`src/rtl/df_cfnp_pkg.sv`:
```
// Shared defaults and FSM state encoding for the dataflow weight fetcher.
package df_cfnp_pkg;

  localparam int unsigned NUM_W_DEF = 5;
  localparam int unsigned DW_DEF    = 16;
  localparam int unsigned AW_DEF    = 3;

  typedef enum logic [1:0] {
    IDLE  = 2'd0,
    FETCH = 2'd1,
    HOLD  = 2'd2,
    FIN   = 2'd3
  } state_t;

endpackage

```
`src/rtl/df_weight_fetcher.sv`:
```
// Fetches a clamped number of weights from a handshaking weight memory and
// presents them one at a time on a registered valid/ready output.
module df_weight_fetcher
  import df_cfnp_pkg::*;
#(
  parameter int unsigned NUM_W = NUM_W_DEF,
  parameter int unsigned DW    = DW_DEF,
  parameter int unsigned AW    = AW_DEF
) (
  input  logic                 clk,
  input  logic                 rst,
  input  logic                 req,
  input  logic [AW-1:0]        num_filters,
  output logic                 mem_start,
  output logic [AW-1:0]        mem_index,
  input  logic signed [DW-1:0] mem_w,
  input  logic                 mem_done,
  output logic signed [DW-1:0] w_out,
  output logic                 w_valid,
  input  logic                 w_ready,
  output logic                 w_last,
  output logic                 busy,
  output logic                 done
);

  localparam logic [AW-1:0] NUM_W_A = AW'(NUM_W);

  state_t                state, state_nx;
  logic [AW-1:0]         idx, idx_nx;
  logic [AW-1:0]         count, count_nx;
  logic signed [DW-1:0]  w_out_nx;
  logic                  w_valid_nx, w_last_nx;

  // State and datapath registers; synchronous active-low reset.
  always_ff @(posedge clk) begin
    if (!rst) begin
      state   <= IDLE;
      idx     <= '0;
      count   <= '0;
      w_out   <= '0;
      w_valid <= 1'b0;
      w_last  <= 1'b0;
    end else begin
      state   <= state_nx;
      idx     <= idx_nx;
      count   <= count_nx;
      w_out   <= w_out_nx;
      w_valid <= w_valid_nx;
      w_last  <= w_last_nx;
    end
  end

  // Next-state and next-register logic.
  always_comb begin
    state_nx   = state;
    idx_nx     = idx;
    count_nx   = count;
    w_out_nx   = w_out;
    w_valid_nx = w_valid;
    w_last_nx  = w_last;
    unique case (state)
      IDLE: begin
        if (req) begin
          count_nx = (num_filters == '0 || num_filters > NUM_W_A) ? NUM_W_A : num_filters;
          idx_nx   = '0;
          state_nx = FETCH;
        end
      end
      FETCH: begin
        if (mem_done) begin
          w_out_nx   = mem_w;
          w_valid_nx = 1'b1;
          w_last_nx  = (idx == count - AW'(1));
          state_nx   = HOLD;
        end
      end
      HOLD: begin
        if (w_valid && w_ready) begin
          w_valid_nx = 1'b0;
          if (w_last) begin
            w_last_nx = 1'b0;
            state_nx  = FIN;
          end else begin
            idx_nx   = idx + AW'(1);
            state_nx = FETCH;
          end
        end
      end
      FIN: begin
        state_nx = IDLE;
      end
      default: state_nx = IDLE;
    endcase
  end

  // Memory request and status outputs decoded from the current state.
  always_comb begin
    mem_start = (state == FETCH);
    mem_index = (state == FETCH) ? idx : '0;
    busy      = (state != IDLE);
    done      = (state == FIN);
  end

endmodule
```
`config.mk`:
```
export PLATFORM = sky130hd
export DESIGN_NAME = df_weight_fetcher
export DESIGN_NICKNAME = d
export VERILOG_FILES = /design/src/rtl/df_cfnp_pkg.sv /design/src/rtl/df_weight_fetcher.sv
export SDC_FILE = /design/constraint.sdc
export NUM_CORES = 1
export LEC_CHECK = 0
export CELL_PAD_IN_SITES_DETAIL_PLACEMENT = 0
export CELL_PAD_IN_SITES_GLOBAL_PLACEMENT = 2
export CORE_MARGIN = 5
export CORE_UTILIZATION = 26
export DETAILED_ROUTE_END_ITERATION = 10
export PLACE_DENSITY = 0.89
export REMOVE_ABC_BUFFERS = 1
export SYNTH_ARGS = -nofsm -noshare
export SYNTH_HDL_FRONTEND = slang
export SYNTH_SLANG_ARGS = --single-unit
```
`constraint.sdc`:
```
create_clock -name clk -period 2.3 [get_ports clk]
set_input_delay 0.69 -clock clk [delete_from_list [all_inputs] [get_ports clk]]
set_output_delay 0.69 -clock clk [all_outputs]
set_load 0.02 [all_outputs]
```
==> flow_metrics.env, run 1 <==
export IMPL_status="finished clean"
export IMPL_setup_viol=0
export IMPL_synthDistinctLibCells=34
export IMPL_multi_input_area_um2=653.1
export IMPL_synth_warning_count=0
export IMPL_slowest_delay_ns=0.36
export IMPL_post_route_period_util_pct=93.33
export IMPL_die_y_um=78.85
export IMPL_antenna_found_initial=0
export IMPL_syn_inst=145
export IMPL_min_path_cells=2
export IMPL_fp_coreArea_um2=4661
export IMPL_clockBufferDepth=2
export IMPL_required_ns=1.61
export IMPL_hp_class="register to register"
export IMPL_fill_cells=491
export IMPL_synthTopCellsByCount="nand2_1, dfxtp_1, a21oi_1"
export IMPL_nNetsFinal=226
export IMPL_root_buffer="clkbuf_8"
export IMPL_tightest_slew_ns=0.5107
export IMPL_track_usage_pct=9.883
export IMPL_startpoint_type="register"
export IMPL_ys_ff_latch=26
export IMPL_regArea_um2=520.5
export IMPL_io_buffers=47
export IMPL_worst_path_buf_inv=4
export IMPL_rows=25
export IMPL_wirelength_um=3099
export IMPL_dp_hpwl_um=2312
export IMPL_grt_pass1_wl_um=4912
export IMPL_n_antenna_cell=0
export IMPL_power_density_nw_per_um2=875.1
export IMPL_dieArea_um2=6217
export IMPL_drive_gt1_share_pct=7.254
export IMPL_vias=1098
export IMPL_grt_max_degree=17
export IMPL_yosysSeqAreaShare_pct=42.23
export IMPL_async_flop_share_pct=0
export IMPL_worst_setup_path_type="register to output port"
export IMPL_synth_area_leaders="dfxtp_1, nand2_1, a21oi_1, ha_1, and2_2"
export IMPL_routed_top_layer="met4"
export IMPL_p_leak_nw=0.7130
export IMPL_cts_tree="yes"
export IMPL_start_util_pct=26.44
export IMPL_fmaxAchievable_mhz=465.9
export IMPL_cts_setup_buffers=0
export IMPL_wl_met3_um=218
export IMPL_postLayoutCoreUtil_pct=38.79
export IMPL_crit_family="buffers and inverters"
export IMPL_detail_route_vias_per_cell=4.445
export IMPL_drt_wirelength_per_cell_um=12.55
export IMPL_tns_ns=0
export IMPL_initialDrtViolationCount=11
export IMPL_final_setup_skew_ns=0.002844
export IMPL_crit_top_cell="inv_1"
export IMPL_syn_area_per_cell_um2=8.500
export IMPL_ant_nets=0
export IMPL_synth_largest_area_cell="dfxtp_1"
export IMPL_drt_met1_wl_um=1637
export IMPL_rsz0062_at_grt="no"
export IMPL_grt_overflow=0
export IMPL_syn_area_um2=1232
export IMPL_clk_pin_slew_worst_paths_ns=0.09
export IMPL_slew_violations=0
export IMPL_ir_drop_mv=0.3344
export IMPL_maxCapViolations=0
export IMPL_crit_path_end_kind="output port"
export IMPL_cp_num_cells=5
export IMPL_period_needed_ns=2.147
export IMPL_htree_num_levels=1
export IMPL_synth_edf_count=0
export IMPL_drc=0
export IMPL_clkLatencyLatePin_ns=0.26
export IMPL_grt_pass1_vias=1010
export IMPL_ff2ff_path_depth=5
export IMPL_yosysTopAreaCellShare_pct=42.23
export IMPL_met2_length_um=1225
export IMPL_hold_viol_final=0
export IMPL_cts_buffers=3
export IMPL_crit_chain="inv_1, buf_4, ha_1, inv_1, clkdlybuf4s15_1"
export IMPL_critPathArrivalTime_ns=1.46
export IMPL_clock_sinks=26
export IMPL_post_synth_top_count_cell="nand2_1"
export IMPL_relSlewSlack_pct=65.65
export IMPL_fin_hold_ws_ns=0.4535
export IMPL_area_growth_synth_to_final_pct=46.70
export IMPL_ios=48
export IMPL_synth_main_ff_cell="dfxtp_1"
export IMPL_cpMaxStageDelayCell="dfxtp_1"
export IMPL_gp_congestion=0.7414
export IMPL_path_max_fanout=6
export IMPL_first_pass_iters=4
export IMPL_die_x_um=78.85
power breakdown:
group / internal (mW) / switching [mW] / total (mW)
Clock: 0.117 / 0.132 / 0.249
Sequential: 0.524 / 0.0447 / 0.569
Combinational: 0.347 / 0.416 / 0.764
Total: 0.989 / 0.593 / 1.58
registers in the layout, indices dropped and copies added, names as in the netlist:
signal	flops
state	2
w_last	1
count	3
w_valid	1
idx	3
w_out	16
cell usage in the layout (no fill, tap or decap), types with 2 or more instances in the layout:
cell type	netlist	layout
a21oi_1	20	20
buf_4	1	4
nand2b_1	2	2
dlygate4sd2_1	0	3
a211oi_1	2	2
ha_1	7	6
inv_1	7	7
clkdlybuf4s50_1	0	42
and2_1	2	2
dfxtp_1	26	26
nand4_1	2	2
xnor2_1	3	3
nor2_1	2	2
and2_2	4	4
nor2b_4	2	2
xor2_1	2	2
o31ai_1	3	3
nor3_1	2	2
o311a_1	2	2
clkbuf_8	0	3
nand3b_1	2	2
nand2_1	36	36
mux2i_1	2	2
worst reg2reg max path, stage by stage (launching register included):
cell and delay, ns:
dfxtp_1 0.34, inv_1 0.15, ha_1 0.40, a21boi_0 0.49, o41ai_1 0.13, o311a_1 0.14
per-layer routing:
layer | global-route usage, % | vias up
met3 | 3.175 | 2
met2 | 14.77 | 38
met1 | 13.50 | 469
met4 | 3.093 | 0
li1 | - | 589
met5 | 0 | -
area by class of cell:
type	instances	share of cell area (%)
Tap cell	54	3.737
Sequential cell	26	28.79
Inverter	7	1.453
Multi-Input combinational cell	106	36.12
Clock buffer	3	2.284
Timing Repair Buffer	51	27.61
logic make-up after synthesis:
logic type               share of synthesized area (%)
AND/OR/NAND/NOR                                  23.45
AO/OA/AOI/OAI                                    17.06
flip-flops                                       42.23
buffers and inverters                            4.975
adder cells (fa/ha/maj)                          7.106
XOR/XNOR                                         3.554
multiplexers                                     1.624
stage by stage:
step           worst slack [ns]  total power, mW  area (µm²)  cells
6_report                 0.1535            1.582        1808    247
5_1_grt                 0.02514            1.696        1808    247
4_1_cts                 0.02333            1.602        1804    247
3_5_place_dp             0.1228            1.351        1765    244
2_1_floorplan            0.5921            1.049        1197    139
3_3_place_gp             0.1294            1.357        1765    244
final timing paths:
kind / start / to / slack, ns
setup / recovery: state[1] / busy / 0.15
hold / removal: w_out[14] / w_out[14] / 0.45
hold reg to reg: w_out[14] / w_out[14] / 0.45
setup reg to reg: state[0] / state[1] / 0.56
what timing repair did:
| item | in CTS | in global routing |
|---|---|---|
| endpoints found under the hold margin | 0 | 0 |
| gates resized for setup | 5 | 2 |
| pin swaps | 0 | 0 |
| endpoints found under the setup margin | 5 | 2 |
| hold buffers | 0 | 0 |
Power figures use the tool's default switching activity.
==> run 2: changes to the inputs <==
--- a/config.mk
+++ b/config.mk
@@ -7,7 +7,6 @@
 export LEC_CHECK = 0
 export CELL_PAD_IN_SITES_DETAIL_PLACEMENT = 0
 export CELL_PAD_IN_SITES_GLOBAL_PLACEMENT = 2
-export CORE_MARGIN = 5
 export CORE_UTILIZATION = 26
 export DETAILED_ROUTE_END_ITERATION = 10
 export PLACE_DENSITY = 0.89
==> run 2 against run 1 <==
Net effect: cell count shrank 1.2%; largest power group unchanged; critical path type unchanged; global-route usage grew 2.0 points; largest cell class unchanged; combinational power shrank 1%; core utilization up 1.7 points.
==> flow_metrics.env, run 2 (same netlist as run 1, synthesis figures left out) <==
export IMPL_status="finished clean"
export IMPL_critPathArrivalTime_ns=1.51
export IMPL_cp_num_cells=4
export IMPL_gp_congestion=0.7450
export IMPL_multi_input_area_um2=653.1
export IMPL_dieArea_um2=5020
export IMPL_dp_hpwl_um=2209
export IMPL_dp_cells=240
export IMPL_layout_setup_ws_ns=0.1045
export IMPL_drt_wirelength_per_cell_um=12.08
export IMPL_largestRegisters="w_out (16), count (3), idx (3)"
export IMPL_slowest_delay_ns=0.34
export IMPL_crit_chain="inv_1, ha_2, and2_2, dlygate4sd2_1"
export IMPL_maxCapViolations=0
export IMPL_p_leak_nw=0.7020
export IMPL_ios=48
export IMPL_worst_r2r_setup_slack_ns=0.58
export IMPL_tightest_slew_ns=0.6911
export IMPL_vias=1148
export IMPL_top_usage_layer="met2"
export IMPL_crit_family="buffers and inverters"
export IMPL_grt_max_degree=22
export IMPL_regMostFlops="w_out"
export IMPL_clk_pin_slew_worst_paths_ns=0.09
export IMPL_area_growth_synth_to_final_pct=45.99
export IMPL_cts_resized=6
export IMPL_largest_reg_flops=16
export IMPL_die_x_um=70.85
export IMPL_grt_pass1_wl_um=4774
export IMPL_fp_coreArea_um2=4444
export IMPL_layout_common_cells="clkdlybuf4s50_1, nand2_1, dfxtp_1"
export IMPL_path_max_fanout=7
export IMPL_power_density_nw_per_um2=899.2
export IMPL_tns_ns=0
export IMPL_min_path_cells=2
export IMPL_holdPathEnd="w_out[7]"
export IMPL_worst_path_buf_inv=2
export IMPL_ff2ff_path_depth=6
export IMPL_period_needed_ns=2.195
export IMPL_crit_path_end_kind="output port"
export IMPL_start_util_pct=27.73
export IMPL_regArea_um2=520.5
export IMPL_final_cells=244
export IMPL_min_from="w_out[7]"
export IMPL_grt_overflow=0
export IMPL_rows=24
export IMPL_required_ns=1.61
export IMPL_met2_usage_pct=19.76
export IMPL_cts_hold_buf=0
export IMPL_clockBufferDepth=2
export IMPL_place_ws_ns=0.08923
export IMPL_gr_usage_met3_pct=1.994
export IMPL_hp_class="register to register"
export IMPL_cts_buffers=3
export IMPL_fill_cells=449
export IMPL_post_route_period_util_pct=95.46
export IMPL_r2r_start="state[0]"
export IMPL_track_usage_pct=11.84
export IMPL_grt_pass1_vias=1078
export IMPL_reg2reg_to="state[1]"
export IMPL_cpMaxStageDelayCell="dfxtp_1"
export IMPL_final_setup_skew_ns=0.002928
export IMPL_worst_setup_path_type="register to output port"
export IMPL_n_antenna_cell=0
export IMPL_rsz0062_at_grt="no"
export IMPL_drc=0
export IMPL_fmaxAchievable_mhz=455.5
export IMPL_fin_hold_ws_ns=0.4590
export IMPL_ir_drop_mv=0.2698
export IMPL_cts_tree="yes"
export IMPL_first_pass_iters=5
export IMPL_cts_setup_buffers=0
export IMPL_io_buffers=47
export IMPL_relSlewSlack_pct=53.88
export IMPL_wirelength_um=2947
export IMPL_initialDrtViolationCount=43
export IMPL_slew_violations=0
export IMPL_drive_gt1_share_pct=6.771
export IMPL_nNetsFinal=224
export IMPL_detail_route_vias_per_cell=4.705
export IMPL_ant_nets=0
export IMPL_die_y_um=70.85
export IMPL_layout_commonest_cell="clkdlybuf4s50_1"
export IMPL_antenna_found_initial=0
export IMPL_setup_viol=0
export IMPL_htree_num_levels=1
export IMPL_startpoint_type="register"
export IMPL_clkLatencyLatePin_ns=0.26
export IMPL_root_buffer="clkbuf_8"
export IMPL_clock_sinks=26
export IMPL_grt_util_met1_pct=15.09
export IMPL_hold_viol_final=0
-- run 2: where the power goes --
part	internal (mW)	switching (mW)	leakage (nW)	total (mW)
combinational	0.337	0.417	0.462	0.754
sequential	0.525	0.0466	0.212	0.571
clock	0.153	0.139	0.0288	0.292
total	1.01	0.603	0.702	1.62
-- run 2: metrics by stage --
stage	cell area [µm²]	utilization [%]	total power [mW]
finish	1799	40.48	1.618
global placement	1748	39.33	1.327
floorplan	1197	-	1.049
detailed placement	1748	39.33	1.349
CTS	1799	40.48	1.639
global route	1799	40.48	1.731
-- run 2: cell type report --
cell class | count | area share (%)
Sequential cell | 26 | 28.93
Multi-Input combinational cell | 106 | 36.30
Inverter | 7 | 1.460
Tap cell | 52 | 3.616
Timing Repair Buffer | 49 | 26.63
Clock buffer | 4 | 3.060
-- run 2: worst max-delay path by stage --
| stage | slack [ns] | to | start |
|---|---|---|---|
| floorplan | 0.59 | mem_index[0] | state[1] |
| global placement | 0.14 | mem_index[2] | state[1] |
| detailed placement | 0.09 | mem_index[2] | state[1] |
| CTS | 0.1 | mem_index[1] | state[1] |
| global route | 0.03 | mem_index[2] | state[1] |
| finish | 0.10 | mem_index[1] | state[1] |
-- run 2: routing by layer --
metal  wire length (µm)  share of wire (%)
met5                  0                  0
met4                 42                1.4
met3                 91                3.1
met2               1392                 47
met1               1420                 48
-- run 2: worst min-delay path: stages (launching register included) --
cell and delay, ns:
dfxtp_1 0.32, nand2_1 0.05, a21oi_1 0.05
